===== config.mk =====
export PLATFORM = sky130hd
export DESIGN_NAME = bank_reader_flat
export DESIGN_NICKNAME = d
export VERILOG_FILES = /design/src/rtl/bank_pkg.sv /design/src/rtl/bank_reader_if.sv /design/src/rtl/bank_rd_fifo2.sv /design/src/rtl/bank_reader.sv /design/src/flat_wrapper.sv
export SDC_FILE = /design/constraint.sdc
export NUM_CORES = 1
export LEC_CHECK = 0
export CELL_PAD_IN_SITES_DETAIL_PLACEMENT = 1
export CELL_PAD_IN_SITES_GLOBAL_PLACEMENT = 1
export CORE_MARGIN = 5
export CORE_UTILIZATION = 38
export CTS_CLUSTER_DIAMETER = 200
export DETAILED_ROUTE_END_ITERATION = 16
export PLACE_DENSITY = 0.87
export SLEW_MARGIN = 20
export SYNTH_ARGS = -nofsm -noshare
export SYNTH_HDL_FRONTEND = slang
export SYNTH_SLANG_ARGS = --single-unit

===== constraint.sdc =====
create_clock -name clk -period 2.5 [get_ports clk]
set_clock_uncertainty 0.2 [all_clocks]
set_input_delay 0.5 -clock clk [delete_from_list [all_inputs] [get_ports clk]]
set_output_delay 0.5 -clock clk [all_outputs]
set_load 0.005 [all_outputs]

===== src/rtl/bank_pkg.sv =====
// Shared definitions for ram_bank read-side logic: default geometry and the
// reader FSM state type.
package bank_pkg;

   localparam int unsigned ADDR_BIT_DEF   = 3;
   localparam int unsigned DATA_BIT_DEF   = 16;
   localparam int unsigned MEM_HEIGHT_DEF = 8;

   typedef enum logic [1:0] {
      IDLE  = 2'd0,
      RUN   = 2'd1,
      DRAIN = 2'd2
   } rd_state_t;

endpackage


===== src/rtl/bank_reader_if.sv =====
// Bank pins plus the output word stream of bank_reader.
// Stream: a word transfers on a rising edge where out_valid & out_ready; once
// out_valid rises, out_data/out_last hold until that transfer.
interface bank_reader_if #(
   parameter int ADDR_BIT = 3,
   parameter int DATA_BIT = 16
);
   logic                ram_en;
   logic                ram_re;
   logic [ADDR_BIT-1:0] ram_addr_r;
   logic [DATA_BIT-1:0] ram_d_r;
   logic                out_valid;
   logic                out_ready;
   logic [DATA_BIT-1:0] out_data;
   logic                out_last;

   modport master (
      output ram_en, ram_re, ram_addr_r,
      input  ram_d_r,
      output out_valid, out_data, out_last,
      input  out_ready
   );

   modport slave (
      input  ram_en, ram_re, ram_addr_r,
      output ram_d_r,
      input  out_valid, out_data, out_last,
      output out_ready
   );
endinterface


===== src/rtl/bank_rd_fifo2.sv =====
// Two-entry FIFO holding {last, data} words read back from the bank.
// The head register is the output, so the word shown stays put until popped.
module bank_rd_fifo2 #(
   parameter int W = 17
) (
   input  logic         clk,
   input  logic         rst,
   input  logic         push,
   input  logic [W-1:0] din,
   input  logic         pop,
   output logic [W-1:0] dout,
   output logic         valid,
   output logic [1:0]   occ
);

   logic [W-1:0] head_q;
   logic [W-1:0] tail_q;
   logic [1:0]   occ_q;

   always_ff @(posedge clk or posedge rst) begin
      if (rst) begin
         head_q <= '0;
         tail_q <= '0;
         occ_q  <= 2'd0;
      end else begin
         case (occ_q)
            2'd0: begin
               if (push) begin
                  head_q <= din;
                  occ_q  <= 2'd1;
               end
            end
            2'd1: begin
               if (push && pop) begin
                  head_q <= din;
               end else if (push) begin
                  tail_q <= din;
                  occ_q  <= 2'd2;
               end else if (pop) begin
                  occ_q  <= 2'd0;
               end
            end
            2'd2: begin
               // A push with no pop cannot occur here; the issue rule prevents it.
               if (pop) begin
                  head_q <= tail_q;
                  if (push) begin
                     tail_q <= din;
                  end else begin
                     occ_q  <= 2'd1;
                  end
               end
            end
            default: occ_q <= 2'd0;
         endcase
      end
   end

   assign dout  = head_q;
   assign valid = (occ_q != 2'd0);
   assign occ   = occ_q;

endmodule


===== src/rtl/bank_reader.sv =====
// Burst read initiator for ram_bank: walks len words from base, absorbs the
// bank's one-cycle read latency and streams the words out with a last marker.
module bank_reader
   import bank_pkg::*;
#(
   parameter int ADDR_BIT   = ADDR_BIT_DEF,
   parameter int DATA_BIT   = DATA_BIT_DEF,
   parameter int MEM_HEIGHT = MEM_HEIGHT_DEF
) (
   input  logic                clk,
   input  logic                rst,
   input  logic                start,
   input  logic [ADDR_BIT-1:0] base,
   input  logic [ADDR_BIT:0]   len,
   output logic                busy,
   output logic                done,
   output rd_state_t           state_dbg,
   bank_reader_if.master       bus
);

   localparam logic [ADDR_BIT:0]   LEN_MAX   = (ADDR_BIT+1)'(MEM_HEIGHT);
   localparam logic [ADDR_BIT-1:0] LAST_ADDR = ADDR_BIT'(MEM_HEIGHT - 1);
   localparam logic [ADDR_BIT:0]   ONE_LEFT  = (ADDR_BIT+1)'(1);

   rd_state_t           state_q, state_d;
   logic [ADDR_BIT-1:0] addr_q;
   logic [ADDR_BIT:0]   rem_q;
   logic                inflight_q;
   logic                inflight_last_q;
   logic                done_q;

   logic [ADDR_BIT:0]   len_clamped;
   logic                accept;
   logic                pop;
   logic                issue;
   logic                last_issue;
   logic [2:0]          level;
   logic [1:0]          occ;
   logic                head_valid;
   logic [DATA_BIT:0]   head_word;
   logic                head_last;

   assign len_clamped = (len > LEN_MAX) ? LEN_MAX : len;
   assign accept      = (state_q == IDLE) && start;
   assign pop         = head_valid && bus.out_ready;
   assign head_last   = head_word[DATA_BIT];

   // Words already owned (buffered + in flight) minus the one leaving now must
   // leave a free slot for the word this read will return.
   assign level      = {1'b0, occ} + {2'b00, inflight_q};
   assign issue      = (state_q == RUN) && (level < (3'd2 + {2'b00, pop}));
   assign last_issue = issue && (rem_q == ONE_LEFT);

   always_comb begin
      state_d = state_q;
      case (state_q)
         IDLE:    if (start && (len_clamped != '0)) state_d = RUN;
         RUN:     if (last_issue) state_d = DRAIN;
         DRAIN:   if (pop && head_last) state_d = IDLE;
         default: state_d = IDLE;
      endcase
   end

   always_ff @(posedge clk or posedge rst) begin
      if (rst) begin
         state_q         <= IDLE;
         addr_q          <= '0;
         rem_q           <= '0;
         inflight_q      <= 1'b0;
         inflight_last_q <= 1'b0;
         done_q          <= 1'b0;
      end else begin
         state_q         <= state_d;
         inflight_q      <= issue;
         inflight_last_q <= last_issue;
         done_q          <= (accept && (len_clamped == '0)) ||
                            ((state_q == DRAIN) && pop && head_last);
         if (accept && (len_clamped != '0)) begin
            addr_q <= base;
            rem_q  <= len_clamped;
         end else if (issue) begin
            rem_q <= rem_q - 1'b1;
            // The final address is left on the pins once the burst has issued.
            if (!last_issue) begin
               addr_q <= (addr_q == LAST_ADDR) ? '0 : addr_q + 1'b1;
            end
         end
      end
   end

   bank_rd_fifo2 #(
      .W (DATA_BIT + 1)
   ) u_fifo (
      .clk   (clk),
      .rst   (rst),
      .push  (inflight_q),
      .din   ({inflight_last_q, bus.ram_d_r}),
      .pop   (pop),
      .dout  (head_word),
      .valid (head_valid),
      .occ   (occ)
   );

   assign bus.ram_re     = issue;
   assign bus.ram_en     = issue;
   assign bus.ram_addr_r = addr_q;
   assign bus.out_valid  = head_valid;
   assign bus.out_data   = head_word[DATA_BIT-1:0];
   assign bus.out_last   = head_last;

   assign busy      = (state_q != IDLE);
   assign done      = done_q;
   assign state_dbg = state_q;

endmodule


===== src/flat_wrapper.sv =====
// flat-port wrapper written by rule: the top's interface ports become plain ports
module bank_reader_flat import bank_pkg::*;
#(
   parameter int ADDR_BIT   = ADDR_BIT_DEF,
   parameter int DATA_BIT   = DATA_BIT_DEF,
   parameter int MEM_HEIGHT = MEM_HEIGHT_DEF
)
  (clk, rst, start, base, len, busy, done, state_dbg, bus_ram_en, bus_ram_re, bus_ram_addr_r, bus_ram_d_r, bus_out_valid, bus_out_data, bus_out_last, bus_out_ready);
  bank_reader_if #(.ADDR_BIT(ADDR_BIT), .DATA_BIT(DATA_BIT)) bus_i ();
  input  logic clk;
  input  logic rst;
  input  logic start;
  input  logic [ADDR_BIT-1:0] base;
  input  logic [ADDR_BIT:0] len;
  output logic busy;
  output logic done;
  output rd_state_t state_dbg;
  output wire logic [$bits(bus_i.ram_en)-1:0] bus_ram_en;
  output wire logic [$bits(bus_i.ram_re)-1:0] bus_ram_re;
  output wire logic [$bits(bus_i.ram_addr_r)-1:0] bus_ram_addr_r;
  input wire logic [$bits(bus_i.ram_d_r)-1:0] bus_ram_d_r;
  output wire logic [$bits(bus_i.out_valid)-1:0] bus_out_valid;
  output wire logic [$bits(bus_i.out_data)-1:0] bus_out_data;
  output wire logic [$bits(bus_i.out_last)-1:0] bus_out_last;
  input wire logic [$bits(bus_i.out_ready)-1:0] bus_out_ready;
  assign bus_ram_en = bus_i.ram_en;
  assign bus_ram_re = bus_i.ram_re;
  assign bus_ram_addr_r = bus_i.ram_addr_r;
  assign bus_i.ram_d_r = bus_ram_d_r;
  assign bus_out_valid = bus_i.out_valid;
  assign bus_out_data = bus_i.out_data;
  assign bus_out_last = bus_i.out_last;
  assign bus_i.out_ready = bus_out_ready;
  bank_reader #(.ADDR_BIT(ADDR_BIT), .DATA_BIT(DATA_BIT), .MEM_HEIGHT(MEM_HEIGHT)) u_core (.clk(clk), .rst(rst), .start(start), .base(base), .len(len), .busy(busy), .done(done), .state_dbg(state_dbg), .bus(bus_i));
endmodule

* Word-level counts from Yosys, hierarchy flattened
Cells that the tools add are included.
Operators by class: $add $sub $neg 4, order comparisons 2, equal/unequal tests 16, multiplexer cells 26, reductions and logical operators 26
Operators with widths (number):
- $mux W17 | 6
- $pmux W17 S3 | 1
- $pmux W17 S2 | 1
- $mux W2 | 9
- $mux W3 | 4
- $mux W4 | 3
- $pmux W2 S3 | 2
- $logic_and A1 B1 Y1 | 11
- $ne A2 B2 Y1 const B | 5
- $ne A2 B1 Y1 const B | 4
- $reduce_bool A2 Y1 | 4
- $reduce_and A3 Y1 | 2
- $reduce_and A5 Y1 | 1
- $eq A2 B1 Y1 const B | 2
- $eq A2 B2 Y1 const B | 2
- $eq A4 B1 Y1 const B | 1
- $gt A4 B4 Y1 const B | 1
- $logic_not A2 Y1 | 2
- $logic_not A4 Y1 | 1
- $reduce_and A4 Y1 | 1
- $reduce_bool A4 Y1 | 1
- $sub A4 B1 Y4 const B | 1
- $add A2 B1 Y3 | 1
- $add A2 B1 Y3 const A | 1
- other kinds (7) | 7
Word-level totals: flip-flop bits (word level) 48, input bits 27, output and inout port bits 27, logic and storage cells 83

* Longest topological paths before layout
word-level depth 9, mapped depth 7, depth with buffers taken out 6

* Hierarchy
From an unflattened synthesis, not the netlist that was laid out.
Second synthesis, totals: cell total of the unflattened synthesis 180, area total of the unflattened synthesis 2522.4 um^2
Modules (own cells, without submodules):
- bank_rd_fifo2 | times used 1, cells an instance 109, area each 1789.2 um^2, sequential area each 900.9 um^2
- bank_reader | times used 1, cells an instance 71, area each 733.2 um^2, sequential area each 300.3 um^2

* Worst setup path after synthesis
OpenSTA, ideal clock, no wires.
path type register -> output, start register u_core.u_fifo.occ_q[0] (netlist: u_core.u_fifo.occ[0]), end output bus_ram_re, arrival time 1.430 ns, data required time 1.800 ns, path slack 0.370 ns, stages on the path, launching flop included 7, buffers on the path 1, path through dfrtp_1 -> ha_1 -> ha_1 -> o21ai_2 -> nand2_1 -> inv_1 -> buf_4
On the way: word-level cells in the longest chain between the ends 5, elaborated cells on any way between the ends 6, those cells by class 2 x add/sub; 1 x order compare; 3 x reduce/logical
RTL lines:
- from (decl) | RTL line bank_rd_fifo2.sv:18 | logic [1:0] occ_q;
- from (signal assigned) | RTL line bank_rd_fifo2.sv:24 | occ_q <= 2'd0;
- from (signal assigned) | RTL line bank_rd_fifo2.sv:30 | occ_q <= 2'd1;
- from (signal assigned) | RTL line bank_rd_fifo2.sv:38 | occ_q <= 2'd2;
- $reduce_bool A2 Y1 | RTL line bank_rd_fifo2.sv:60 | assign valid = (occ_q != 2'd0);
- $logic_and A1 B1 Y1 | RTL line bank_reader.sv:45 | assign pop = head_valid && bus.out_ready;
- $add A2 B1 Y3 | RTL line bank_reader.sv:51 | assign issue = (state_q == RUN) && (level < (3'd2 + {2'b00, pop}));
- $lt A3 B3 Y1 * | RTL line bank_reader.sv:51
- $logic_and A1 B1 Y1 * | RTL line bank_reader.sv:51
- to (decl) | RTL line flat_wrapper.sv:19 | output wire logic [$bits(bus_i.ram_re)-1:0] bus_ram_re;
Every way passes the cells marked *; elsewhere a longest branch is shown, timed or not.

* Worst setup path in the final report
Ends and elaborated chain as after synthesis.

==> reports/metrics.yaml <==
numCtsBuffers: 5
dp_hpwl_mm: 3.97
gp_congestion: 0.735
vias: 1700
maxSlewHeadroom_pct: 71.1
cts_setup_buffers: 0
pin_count: 54
ys_seq_area_share_pct: 53.4
num_rows: 28
setup_viol: 0
synth_area_um2: 2250
layout_common_cells: "clkdlybuf4s50_1, dfrtp_1, a21oi_1"
crit_chain: "ha_1, ha_1, o21ai_2, nand2_1, inv_2, dlygate4sd2_1"
synthArstFlopShare_pct: 100
met1_usage_pct: 19.1
ys.flop_type: "dfrtp_1"
ir_drop_v: 0.000810
worst-slew-pin-transition_ns: 0.433
final_common_cell: "clkdlybuf4s50_1"
wl_per_cell_um: 15.5
antenna_found_initial: 0
die_x_um: 87.0
antenna_cells: 0
area.sequential_um2: 1200
crit_required_ns: 1.80
syn_inst: 201
start_kind: "flip-flop"
p_seq_share_pct: 35.2
clkSinkCount: 48
yosysWarnings: 0
syn_avg_cell_area_um2: 11.2
use_met3_pct: 3.97
synth_enable_flop_cells: 0
max_freq_mhz: 422
fin_crit_ns: 2.37
internal-power_uw: 2540
drive_gt1_share_pct: 14.0
crit_arrival_ns: 1.67
critPathKind: "flip-flop to primary output"
grt_busiest_layer: "met2"
grt.total_usage_pct: 15.3
slowest_delay_ns: 0.40
slew_violations: 0
postRouteAntennaNets: 0
stdcell_area_um2: 3030
core_area_um2: 5850
hold_class: "flip-flop to flip-flop"
ys_ff_latch: 48
clkPwrFrac_pct: 12.0
synthDistinctLibCells: 33
fill_cells: 625
grt-ovfl-total: 0
worstSkewPairLatency_ns: 0.29
swShare_pct: 36.8
routed_wl_mm: 5.24
place_area_um2: 2930
hold_violations: 0
p_switching_uw: 1480
fin_crit_sh_pct: 94.8
max_cap_viol_count: 0
synthesis.nets: 234
multi_input_area_um2: 951
nets: 296
clk_pin_slew_ns: 0.09
firstDrtPassIters: 4
whs_ns: 0.303
detail_route.iter0.violations: 29
die_h_um: 87.0
p_per_area_nw_per_um2: 1330
fp.dieArea_um2: 7560
outcome: "finished, final reports clean"
area_growth_pct: 34.6
combPwrFrac_pct: 52.8
grt_pass1_wl_mm: 9.26
drc_errors: 0
cts_tree: "built"
avgViaCountPerCell: 5.01
hold_buffers: 0
first_global_vias: 1920
grt_max_degree: 35
h-tree-depth: 2
start_util_pct: 38.5
rsz0062_at_grt: "no"
port_buffers: 53
crit_slowest_cell: "dfrtp_1"
p_leak_uw: 0.00139
clockBufferDepth: 2
crit_buf_inv: 2
root_buffer: "clkbuf_8"
path_common_cell: "ha_1"
cpLargestDelayFamily: "adder cells"
end_kind: "primary output"
use_met2_pct: 26.9
path_max_fanout: 3
-- final timing paths --
path	slack, ns	cells after the start	to	start
worst max-delay path	0.13	6	bus_ram_re	u_core.u_fifo.occ[0]
worst min-delay path	0.30	1	u_core.u_fifo.tail_q[1]	u_core.u_fifo.tail_q[1]
worst max register to register	0.52	7	u_core.bus.ram_addr_r[0]	u_core.u_fifo.occ[0]
worst min register to register	0.30	1	u_core.u_fifo.tail_q[1]	u_core.u_fifo.tail_q[1]
max in group asynchronous	1.29	3	u_core.u_fifo.tail_q[10]	rst
min in group asynchronous	0.32	2	u_core.u_fifo.dout[16]	rst
-- layer usage --
metal	part of all wire, %	routed length, µm
met4	0.59	31
met5	0	0
met1	42	2210
met3	5.9	311
met2	51	2690
-- kinds of logic after synthesis --
kind of cell / after synthesis / synth area share (%)
and+or+nand+nor: 51 / 11.1
DFF: 48 / 53.4
AOI/OAI and AO/OA: 40 / 10.1
muxes: 36 / 17.0
buffers and inverters: 18 / 4.39
adders and majority gates: 6 / 3.34
xor gates and xnor gates: 2 / 0.778
-- sequential cells by signal, summed over array words and instances, names as in the netlist --
name and cells:
u_core.bus.ram_addr_r 3, u_core.done 1, u_core.inflight_last_q 1, u_core.inflight_q 1, u_core.rem_q 4, u_core.state_dbg 2, u_core.u_fifo.dout 17, u_core.u_fifo.occ 2
u_core.u_fifo.tail_q 17
-- layout make-up --
cell class	instances	share of cell area [%]
sequential	48	39.7
timing repair buffer	65	21.6
clock inverter	2	0.496
inverter	8	0.991
tap	75	3.10
multi-input combinational	135	31.4
clock buffer	6	2.73
-- power groups by stage --
stage          clock network (µW)  registers (µW)  logic (µW)
2_1_floorplan                   0            1400        1230
3_3_place_gp                    0            1410        2070
3_5_place_dp                    0            1440        2190
4_1_cts                       502            1430        2170
5_1_grt                       537            1480        2410
6_report                      483            1420        2130
-- per-stage QoR --
stage	worst slack, ns	TNS, ns	power [µW]	util [%]	cells
after global routing	0.00748	0	4430	51.8	339
after global placement	-0.0611	-0.122	3480	50.1	331
final	0.131	0	4030	51.8	339
after detailed placement	-0.0840	-0.167	3620	50.1	331
after CTS	0.0819	0	4100	51.8	339
after floorplan	0.370	0	2640	-	201
-- synth_stat cells, types with 3 or more instances --
cell / number / area (µm²)
ha_1: 6 / 75.1
dfrtp_1: 48 / 1200
mux2i_1: 19 / 190
inv_1: 8 / 30.0
nor2_1: 26 / 97.6
nand2b_1: 3 / 18.8
nand3b_1: 3 / 22.5
o21ai_2: 3 / 26.3
buf_2: 4 / 20.0
buf_4: 5 / 37.5
nand2_1: 5 / 18.8
a21oi_1: 27 / 135
nand3_1: 4 / 20.0
mux2_2: 9 / 101
mux2_1: 8 / 90.1
-- what timing repair did --
| item | 4_1_cts | 5_1_grt |
|---|---|---|
| gates resized for setup | 2 | 1 |
| pin swaps | 0 | 0 |
| setup endpoints to repair | 2 | 2 |
(Power assumes the default switching activity.)
